<file path="src/rtl/time_set_ctrl.sv">
// rtl/time_set_ctrl.sv - MODE/INC button debounce and set-time FSM for the digital clock
// Define AUTO_REPEAT_EN to add hold-to-repeat on the INC key while setting.
module time_set_ctrl #(
   parameter int CLK_HZ          = 50000000,
   parameter int DEBOUNCE_MS     = 20,
   parameter int REPEAT_DELAY_MS = 500,
   parameter int REPEAT_MS       = 200
) (
   input  logic        clk,
   input  logic        reset,
   input  logic        key_mode,
   input  logic        key_inc,
   input  logic [23:0] cur_time,
   output logic [23:0] edit_time,
   output logic        load,
   output logic        setting,
   output logic [1:0]  field_sel
);
   localparam int DEB_RAW    = CLK_HZ / 1000 * DEBOUNCE_MS;
   localparam int DEB_CYCLES = (DEB_RAW < 1) ? 1 : DEB_RAW;
   localparam int DEB_W      = $clog2(DEB_CYCLES + 1);
   localparam logic [DEB_W-1:0] DEB_LAST = DEB_W'(DEB_CYCLES - 1);

   typedef enum logic [1:0] {RUN = 2'd0, HOUR = 2'd1, MIN = 2'd2, SEC = 2'd3} state_t;

   state_t      state, state_nxt;
   logic [23:0] edit_nxt;
   logic        load_nxt;

   // bit 0 = MODE, bit 1 = INC
   logic [1:0]       key_raw, sync1, sync2, deb_lvl, deb_dly, press;
   logic [DEB_W-1:0] deb_cnt [2];
   logic             mode_p, inc_press, inc_p;

   assign key_raw   = {key_inc, key_mode};
   assign mode_p    = press[0];
   assign inc_press = press[1];

   always_ff @(posedge clk) begin
      if (reset) begin
         sync1      <= '0;
         sync2      <= '0;
         deb_lvl    <= '0;
         deb_dly    <= '0;
         press      <= '0;
         deb_cnt[0] <= '0;
         deb_cnt[1] <= '0;
      end else begin
         sync1   <= key_raw;
         sync2   <= sync1;
         deb_dly <= deb_lvl;
         press   <= deb_lvl & ~deb_dly;
         for (int k = 0; k < 2; k++) begin
            if (sync2[k] == deb_lvl[k]) begin
               deb_cnt[k] <= '0;
            end else if (deb_cnt[k] == DEB_LAST) begin
               deb_lvl[k] <= ~deb_lvl[k];
               deb_cnt[k] <= '0;
            end else begin
               deb_cnt[k] <= deb_cnt[k] + DEB_W'(1);
            end
         end
      end
   end

`ifdef AUTO_REPEAT_EN
   localparam int RD_RAW = CLK_HZ / 1000 * REPEAT_DELAY_MS;
   localparam int RP_RAW = CLK_HZ / 1000 * REPEAT_MS;
   localparam int RD_CYC = (RD_RAW < 1) ? 1 : RD_RAW;
   localparam int RP_CYC = (RP_RAW < 1) ? 1 : RP_RAW;
   localparam int REP_W  = $clog2(((RD_CYC > RP_CYC) ? RD_CYC : RP_CYC) + 1);

   logic             rep_on, rep_first, rep_fire;
   logic [REP_W-1:0] rep_cnt;

   // rep_cnt counts cycles since the last press or repeat pulse
   assign rep_fire = rep_on && deb_lvl[1] &&
                     (rep_cnt == (rep_first ? REP_W'(RD_CYC) : REP_W'(RP_CYC)));
   assign inc_p    = inc_press | rep_fire;

   always_ff @(posedge clk) begin
      if (reset || !deb_lvl[1] || state == RUN || mode_p) begin
         rep_on    <= 1'b0;
         rep_first <= 1'b0;
         rep_cnt   <= '0;
      end else if (inc_press) begin
         rep_on    <= 1'b1;
         rep_first <= 1'b1;
         rep_cnt   <= REP_W'(1);
      end else if (rep_fire) begin
         rep_first <= 1'b0;
         rep_cnt   <= REP_W'(1);
      end else if (rep_on) begin
         rep_cnt   <= rep_cnt + REP_W'(1);
      end
   end
`else
   assign inc_p = inc_press;
`endif

   // Wraps to 00 once the field is at or beyond top, so invalid snapshots recover
   function automatic logic [7:0] bcd_inc(input logic [7:0] f, input logic [7:0] top);
      logic [7:0] v;
      v = {4'd0, f[7:4]} * 8'd10 + {4'd0, f[3:0]};
      if (v >= top)
         bcd_inc = 8'h00;
      else if (f[3:0] >= 4'd9)
         bcd_inc = {f[7:4] + 4'd1, 4'd0};
      else
         bcd_inc = {f[7:4], f[3:0] + 4'd1};
   endfunction

   always_comb begin
      state_nxt = state;
      edit_nxt  = edit_time;
      load_nxt  = 1'b0;
      if (mode_p) begin
         case (state)
            RUN: begin
               state_nxt = HOUR;
               edit_nxt  = cur_time;
            end
            HOUR:    state_nxt = MIN;
            MIN:     state_nxt = SEC;
            default: begin
               state_nxt = RUN;
               load_nxt  = 1'b1;
            end
         endcase
      end else if (inc_p) begin
         case (state)
            HOUR:    edit_nxt[23:16] = bcd_inc(edit_time[23:16], 8'd23);
            MIN:     edit_nxt[15:8]  = bcd_inc(edit_time[15:8],  8'd59);
            SEC:     edit_nxt[7:0]   = bcd_inc(edit_time[7:0],   8'd59);
            default: ;
         endcase
      end
   end

   always_ff @(posedge clk) begin
      if (reset) begin
         state     <= RUN;
         edit_time <= '0;
         load      <= 1'b0;
         setting   <= 1'b0;
         field_sel <= 2'd0;
      end else begin
         state     <= state_nxt;
         edit_time <= edit_nxt;
         load      <= load_nxt;
         setting   <= (state_nxt != RUN);
         field_sel <= state_nxt;
      end
   end
endmodule
</file>
<file path="config.mk">
export PLATFORM = sky130hd
export DESIGN_NAME = time_set_ctrl
export DESIGN_NICKNAME = d
export VERILOG_FILES = /design/src/rtl/time_set_ctrl.sv
export SDC_FILE = /design/constraint.sdc
export NUM_CORES = 1
export LEC_CHECK = 0
export ABC_CLOCK_PERIOD_IN_PS = 8510
export BUFFER_PORTS_ARGS = -buffer_cell sky130_fd_sc_hd__buf_2
export CAP_MARGIN = 40
export CORE_UTILIZATION = 53
export CTS_CLUSTER_DIAMETER = 150
export CTS_CLUSTER_SIZE = 14
export DETAILED_ROUTE_END_ITERATION = 7
export GPL_TIMING_DRIVEN = 0
export MAX_ROUTING_LAYER = met4
export PLACE_DENSITY = 0.81
export SLEW_MARGIN = 10
export SYNTH_ARGS = -nofsm -noshare
export SYNTH_HDL_FRONTEND = slang
export SYNTH_SLANG_ARGS = --single-unit
</file>
<file path="constraint.sdc">
create_clock -name clk -period 8.51 [get_ports clk]
set_clock_uncertainty 0.15 [all_clocks]
set_input_delay 1.702 -clock clk [delete_from_list [all_inputs] [get_ports clk]]
set_output_delay 1.702 -clock clk [all_outputs]
set_load 0.02 [all_outputs]
</file>
==> load_flow_metrics.sql, run 1 <==
INSERT INTO impl_metrics (metric_group, metric, value, unit) VALUES
('run', 'timing.max_cap.violations', '0', ''),
('synthesis', 'syn-mean-instance-area', '9.481', 'um^2'),
('pwr', 'power_switching_share', '0.2209', ''),
('global_routing', 'groute.usage.overall', '0.2505', ''),
('detailed_routing', 'first_pass_iters', '5', ''),
('clocking', 'cts.root.buffer_cell', 'clkbuf_8', ''),
('timing', 'final.setup.tns', '0', 'ns'),
('pwr', 'power_internal', '618.8', 'uW'),
('timing', 'max_transition_viols_final', '0', ''),
('clocking', 'post_cts_resized', '0', ''),
('synthesis', 'netlist.area_leader.share', '0.2329', ''),
('global_routing', 'grt_antenna_before_repair', '0', ''),
('synthesis', 'synth.largest_area_cell', 'edfxtp_1', ''),
('floorplanning', 'start_util', '0.5529', ''),
('global_routing', 'vias_in_the_first_global_route', '4421', ''),
('clocking', 'cts.repair_timing.setup_buffer_count', '0', ''),
('floorplanning', 'die-height', '100.6', 'um'),
('pwr', 'power_frac_clock', '0.423', ''),
('synthesis', 'synth.cell_area', '5157', 'um^2'),
('pwr', 'seq_power_share', '0.525', ''),
('timing', 'post-route-min-period', '3.396', 'ns'),
('critical_path', 'path_class', 'flop to flop', ''),
('critical_path', 'reg2reg_slack', '5.11', 'ns'),
('clocking', 'clock_latency', '0.35', 'ns'),
('timing', 'clock.fmax', '0.2944', 'GHz'),
('finish', 'finish.net_count', '721', ''),
('synthesis', 'leading_cell_types_by_total_area_after_synthesis', 'edfxtp_1 (23%), dfxtp_1 (15%), ha_1 (9.5%)', ''),
('pwr', 'power.ir.vdd_worst', '95.51', 'uV'),
('critical_path', 'critPathCaptureType', 'flop', ''),
('floorplanning', 'ioPinCount', '56', ''),
('global_routing', 'pin_count_of_the_biggest_net_entering_global_routing', '14', ''),
('detailed_routing', 'dr_wl_cell', '14.92', 'um'),
('detailed_routing', 'postRouteAntennaNets', '0', ''),
('timing', 'rsz0062_at_grt', 'false', ''),
('clocking', 'cts_buffers', '9', ''),
('status', 'run_status', 'finished clean', ''),
('finish', 'finish.instance_area', '5974', 'um^2'),
('timing', 'layout_worst_path_cycle_share', '0.3991', ''),
('placed_design', 'dp_hpwl', '8.754', 'mm'),
('floorplanning', 'floorplan.die.width', '100.6', 'um'),
('synthesis', 'number_of_enable_flip_flop_cells_after_synthesis', '40', ''),
('critical_path', 'worst-path-max-fanout', '8', ''),
('synthesis', 'synth_warn', '0', ''),
('clocking', 'cts-hold-fix-buffers', '0', ''),
('floorplanning', 'die_area', '10130', 'um^2'),
('pwr', 'net-switching-power', '175.5', 'uW'),
('pwr', 'leak', '0.002391', 'uW'),
('min_path', 'hold_path.class', 'flop to flop', ''),
('synthesis', 'ys_async_rst_share', '0', ''),
('global_routing', 'grt_pass1_wl', '19.64', 'mm'),
('finish', 'diodes', '0', ''),
('synthesis', 'synth_sequential_area_ratio', '0.3804', ''),
('timing', 'final-hold-violation-count', '0', ''),
('pwr', 'power.density', '133.0', 'nW/um^2'),
('finish', 'leading_cell_type_in_the_layout_fill_and_taps_excluded', 'nor2_1', ''),
('placed_design', 'placedInstanceArea', '5736', 'um^2'),
('finish', 'area.growth.synth_to_final', '15.84', '%'),
('floorplanning', 'core.rowCount', '35', ''),
('timing', 'worstMarginPinSlew', '0.7441', 'ns'),
('detailed_routing', 'drt_drc_violations_left', '0', ''),
('finish', 'post_layout_nonfiller_instances', '782', ''),
('finish', 'most_used_cells_in_the_layout_excluding_fill_and_tap_cells', 'nor2_1 (64), buf_2 (56), nand2_1 (46), edfxtp_1 (40), conb_1 (40)', ''),
('global_routing', 'globalRoute.totalOverflow', '0', ''),
('critical_path', 'cp-start-kind', 'flop', ''),
('placed_design', 'number_of_i_o_port_buffers', '54', ''),
('critical_path', 'crit_required', '8.56', 'ns'),
('synthesis', 'synth.distinct_cells', '68', ''),
('finish', 'drive_gt1_frac', '0.1409', ''),
('synthesis', 'synth_seq_cells', '78', ''),
('timing', 'worst_slew_margin', '0.5039', ''),
('pwr', 'power_frac_comb', '0.052', '');
==> Yosys cell counts, types with 4 or more instances <==
cell type / n
nand2_1: 46
a211oi_1: 8
o21ai_0: 10
a221oi_1: 12
inv_1: 30
mux2i_1: 6
and3_1: 16
a21oi_1: 21
fa_1: 6
xor2_1: 28
nor2_1: 64
nor2b_1: 14
and4_1: 4
a22oi_1: 5
a31oi_1: 8
a21o_1: 5
nand3_1: 31
ha_1: 39
nand4_1: 6
nand3b_1: 5
edfxtp_1: 40
clkbuf_1: 17
nor4_1: 5
nor3_1: 4
xnor2_1: 15
dfxtp_1: 38
==> power groups by stage <==
stage	logic [uW]	clock network, uW	registers [uW]
6_report	41.7	336	417
3_3_place_gp	39.8	0	425
2_1_floorplan	24.8	0	424
3_5_place_dp	40.5	0	425
5_1_grt	46.8	353	419
4_1_cts	41.1	339	417
==> cells by family after synthesis <==
logic type	Yosys count	share of synthesized area
adders and majority gates	45	0.1179
and+or+nand+nor	216	0.2169
AOI/OAI and AO/OA	105	0.1601
muxes	6	0.01165
buffers and inverters	49	0.03615
DFF	78	0.3804
other	1	0.0007271
xor gates and xnor gates	44	0.07618
==> registers in the layout, indices dropped and copies added (netlist names) <==
register	flops
deb_dly	2
deb_lvl	2
setting	1
load	1
sync1	2
press	2
state	2
deb_cnt	40
edit_time	24
sync2	2
==> layout make-up <==
class	instances	area, um^2
tap	129	161.4
clock inverter	5	107.6
fill	783	3353
sequential	78	1962
timing repair buffer	54	270.3
buffer	19	73.82
multi-input combinational	456	3156
clock buffer	11	131.4
inverter	30	112.6
==> metrics by stage <==
step / hold WS (ns) / util / setup WS [ns] / power, uW
6_report: 0.2420 / 0.6405 / 5.114 / 794.3
5_1_grt: 0.2445 / 0.6405 / 4.910 / 818.8
2_1_floorplan: 0.2174 / - / 5.331 / 449.1
4_1_cts: 0.2375 / 0.6405 / 5.139 / 796.9
3_3_place_gp: 0.2248 / 0.6149 / 5.107 / 464.5
3_5_place_dp: 0.2280 / 0.6149 / 5.075 / 465.9
==> worst max-delay path, cell delays in order (launching register included) <==
cell	delay, ns
dfxtp_1	0.49
ha_1	0.32
ha_1	0.21
fa_1	0.43
clkbuf_1	0.20
nor4b_1	0.36
mux2i_1	0.12
a22o_1	0.26
and4_1	0.16
buf_2	0.17
a221oi_1	0.30
a211oi_1	0.09
==> path summary, 6_finish.rpt <==
check                startpoint            end  cells past startpoint
setup / recovery  edit_time[23]  edit_time[17]                     11
hold / removal       deb_dly[1]       press[1]                      1
hold reg to reg      deb_dly[1]       press[1]                      1
setup reg to reg  edit_time[23]  edit_time[17]                     11
==> routing by layer <==
metal | vias to the layer above | GRT usage | part of all wire
met5 | - | - | 0
met4 | 0 | 0.1271 | 0.028
met3 | 32 | 0.03329 | 0.045
met2 | 137 | 0.4194 | 0.50
met1 | 2106 | 0.2961 | 0.43
li1 | 2130 | - | -
(Power assumes the default switching activity.)
==> run 2: changes to the inputs <==
- ABC_AREA: default -> 1
- ABC_CLOCK_PERIOD_IN_PS: 8510 -> 3320
- clock period: 8.51 -> 3.32 ns (I/O delays scaled with it)
==> run 2 against run 1 <==
Against the previous run:
- cell count is 24% higher
- combinational power is 81% higher
- via count is 12% higher
- largest cell class unchanged
- highest routed layer unchanged
==> load_flow_metrics.sql, run 2 <==
INSERT INTO impl_metrics (metric_group, metric, value, unit) VALUES
('global_routing', 'grt_antenna_before_repair', '0', ''),
('synthesis', 'synth_warn', '0', ''),
('clocking', 'cts-hold-fix-buffers', '0', ''),
('synthesis', 'synthesis.instances', '725', ''),
('synthesis', 'number_of_enable_flip_flop_cells_after_synthesis', '40', ''),
('finish', 'largest_register_ffs', '40', ''),
('synthesis', 'post_synthesis_xor_xnor_area_fraction', '0.04171', ''),
('detailed_routing', 'first_pass_iters', '4', ''),
('floorplanning', 'die-height', '103.5', 'um'),
('clocking', 'worst_setup_hold_path_clk_slew', '0.09', 'ns'),
('critical_path', 'timing.reg2reg.worst_path_depth', '12', ''),
('placed_design', 'gp_congestion', '0.8759', ''),
('placed_design', 'place_inst', '951', ''),
('finish', 'fin_util', '0.6320', ''),
('synthesis', 'synth.cell_area', '5459', 'um^2'),
('min_path', 'holdCritStartpoint', 'deb_dly[0]', ''),
('synthesis', 'synth.largest_area_cell', 'edfxtp_1', ''),
('timing', 'max_transition_viols_final', '0', ''),
('floorplanning', 'core_area', '9864', 'um^2'),
('synthesis', 'synth_top_family_by_area', 'simple AND/OR/NAND/NOR gates', ''),
('placed_design', 'preCtsSetupSlack', '0.5111', 'ns'),
('timing', 'clock.fmax', '0.3512', 'GHz'),
('run', 'timing.max_cap.violations', '0', ''),
('detailed_routing', 'drt_wl_total', '11.77', 'mm'),
('finish', 'diodes', '0', ''),
('timing', 'final-hold-violation-count', '0', ''),
('synthesis', 'synthMostInstantiatedCell', 'nand2_1', ''),
('finish', 'post_layout_nonfiller_instances', '967', ''),
('finish', 'seq_area', '1962', 'um^2'),
('detailed_routing', 'vias_per_cell', '5.107', ''),
('timing', 'worst_slew_margin', '0.6483', ''),
('critical_path', 'regToRegEndpoint', 'edit_time[12]', ''),
('global_routing', 'groute.usage.overall', '0.2399', ''),
('global_routing', 'grt_util_met3', '0.04839', ''),
('synthesis', 'netlist_top_cells_count', 'nand2_1 (156), nor2_1 (103), inv_1 (93)', ''),
('synthesis', 'postSynth.topFlopCell', 'edfxtp_1', ''),
('global_routing', 'grt.busiest_layer', 'met2', ''),
('min_path', 'holdPathStages', '1', ''),
('synthesis', 'synth_adder_area_share', '0.1114', ''),
('synthesis', 'synth_sequential_area_ratio', '0.3594', ''),
('min_path', 'hold-path-endpoint', 'press[0]', ''),
('floorplanning', 'core.rowCount', '36', ''),
('synthesis', 'synth_seq_cells', '78', ''),
('finish', 'finish.net_count', '902', ''),
('synthesis', 'synth.distinct_cells', '46', ''),
('detailed_routing', 'drt_drc_violations_left', '0', ''),
('min_path', 'hold_path.class', 'flop to flop', ''),
('timing', 'setup_violations', '0', ''),
('finish', 'final.fill_count', '862', ''),
('finish', 'leading_cell_type_in_the_layout_fill_and_taps_excluded', 'nand2_1', ''),
('pwr', 'power.density', '293.1', 'nW/um^2'),
('timing', 'worstMarginPinSlew', '0.5276', 'ns'),
('global_routing', 'globalRoute.totalOverflow', '0', ''),
('clocking', 'post_cts_resized', '0', ''),
('detailed_routing', 'dr_wl_cell', '12.17', 'um'),
('critical_path', 'critPathCaptureType', 'flop', ''),
('timing', 'final.setup.tns', '0', 'ns'),
('timing', 'rsz0062_at_grt', 'false', ''),
('critical_path', 'crit_required', '3.48', 'ns'),
('status', 'run_status', 'finished clean', ''),
('clocking', 'cts_buffers', '9', ''),
('global_routing', 'grt.met1_usage', '0.2819', ''),
('critical_path', 'cp-start-kind', 'flop', ''),
('clocking', 'cts.path.max_buffers', '2', ''),
('floorplanning', 'start_util', '0.5534', ''),
('finish', 'area.growth.synth_to_final', '14.21', '%'),
('synthesis', 'leading_cell_types_by_total_area_after_synthesis', 'edfxtp_1 (22%), dfxtp_1 (14%), nand2_1 (11%)', ''),
('detailed_routing', 'route.vias.total', '4938', ''),
('clocking', 'cts_htree_levels', '3', ''),
('clocking', 'cts.root.buffer_cell', 'clkbuf_8', ''),
('finish', 'drive_gt1_frac', '0.1295', ''),
('clocking', 'clkSinkCount', '78', ''),
('finish', 'most_used_cells_in_the_layout_excluding_fill_and_tap_cells', 'nand2_1 (156), nor2_1 (103), inv_1 (93), buf_2 (58)', ''),
('critical_path', 'path_class', 'flop to flop', ''),
('placed_design', 'dp_hpwl', '9.197', 'mm'),
('pwr', 'power.ir.vdd_worst', '170.2', 'uV'),
('pwr', 'leak', '0.002956', 'uW'),
('clocking', 'tritoncts_clock_tree', 'built', ''),
('clocking', 'clock_latency', '0.36', 'ns'),
('global_routing', 'pin_count_of_the_biggest_net_entering_global_routing', '15', ''),
('finish', 'largest_registers_ranked_by_flip_flop_count', 'deb_cnt (40), edit_time (24)', ''),
('clocking', 'cts.repair_timing.setup_buffer_count', '0', ''),
('critical_path', 'worst-path-max-fanout', '8', ''),
('synthesis', 'ys_async_rst_share', '0', ''),
('global_routing', 'grt_pass1_wl', '19.56', 'mm'),
('floorplanning', 'die_area', '10710', 'um^2'),
('synthesis', 'yosys-mux-area-fraction', '0', ''),
('timing', 'layout_worst_path_cycle_share', '0.8575', ''),
('critical_path', 'reg2reg_slack', '0.47', 'ns'),
('synthesis', 'netlist.area_leader.share', '0.2200', ''),
('floorplanning', 'ioPinCount', '56', ''),
('detailed_routing', 'initialDrtViolationCount', '203', ''),
('timing', 'holdWs', '0.2518', 'ns'),
('finish', 'multi_input_comb_area', '3229', 'um^2'),
('synthesis', 'synth_compound_gate_area_share', '0.08503', ''),
('timing', 'postLayoutSetupSlackWorst', '0.4730', 'ns'),
('critical_path', 'timing.rr.start', 'edit_time[13]', ''),
('timing', 'post-route-min-period', '2.847', 'ns'),
('global_routing', 'grt_util_met2', '0.4101', ''),
('critical_path', 'critical_path_arrival', '3.01', 'ns'),
('floorplanning', 'floorplan.die.width', '103.5', 'um'),
('synthesis', 'synth-simple-area-share', '0.3259', ''),
('placed_design', 'number_of_i_o_port_buffers', '54', ''),
('detailed_routing', 'postRouteAntennaNets', '0', ''),
('global_routing', 'vias_in_the_first_global_route', '4548', ''),
('finish', 'regMostFlops', 'deb_cnt', ''),
('synthesis', 'syn-mean-instance-area', '7.530', 'um^2');
-- run 2: cell count changes after synthesis, sizes merged, moves of 14 or more --
| cell | change |
|---|---|
| nor3 | +16 |
| inv | +65 |
| nor2b | -15 |
| nand2 | +115 |
| nor2 | +52 |
| and3 | -14 |
| a21oi | +18 |
-- run 2: power by group --
group,leakage [uW],switching (uW),internal [uW]
sequential,0.000719,19.7,1030
clock,0.0000978,379,319
combinational,0.00214,48.9,26.5
total,0.00296,448,1380
-- run 2: per-stage QoR --
step / power (uW) / instance area [um^2]
after floorplan: 1116 / 5605
after global placement: 1145 / 6042
after detailed placement: 1149 / 6042
after CTS: 1839 / 6235
after global routing: 1890 / 6235
final: 1828 / 6235
-- run 2: area by class of cell --
class / instances / share of cell area
Multi-Input combinational cell: 578 / 0.5180
Clock buffer: 10 / 0.02388
Inverter: 96 / 0.05780
Buffer: 12 / 0.008629
Sequential cell: 78 / 0.3147
Timing Repair Buffer: 54 / 0.04335
Clock inverter: 6 / 0.007024
Tap cell: 133 / 0.02669
-- run 2: kinds of logic (layout without fill, tap and decap cells) --
group                    count (synthesis)  in the layout
other                                    1             40
AND/OR/NAND/NOR                        384            384
buffers and inverters                  108            178
XOR/XNOR                                26             26
flip-flops                              78             78
AO/OA/AOI/OAI                           83             83
adder cells (fa/ha/maj)                 45             45
-- run 2: how the worst max path moves through the flow --
stage	start	end	slack (ns)	cells past startpoint
finish	edit_time[13]	edit_time[12]	0.47	12
floorplan	edit_time[13]	edit_time[12]	0.68	11
global placement	edit_time[13]	edit_time[13]	0.58	11
detailed placement	edit_time[13]	edit_time[15]	0.51	11
global route	edit_time[13]	edit_time[12]	0.24	12
CTS	edit_time[13]	edit_time[12]	0.50	12
-- run 2: worst max-delay path, cell delays in order, from the launching register on --
cell,delay [ns]
dfxtp_1,0.48
ha_1,0.28
ha_1,0.22
fa_1,0.61
nand2_1,0.09
or2_1,0.24
nand3b_1,0.08
nand2_1,0.08
nand4_1,0.13
nand3_2,0.17
nand2_1,0.10
nand2_1,0.05
nor2_1,0.10
-- run 2: layer usage --
layer / share of wire / routed length, um / vias to the layer above
li1: - / - / 2539
met1: 0.45 / 5256 / 2279
met2: 0.49 / 5811 / 102
met3: 0.046 / 544 / 18
met4: 0.013 / 152 / 0
met5: 0 / 0 / -
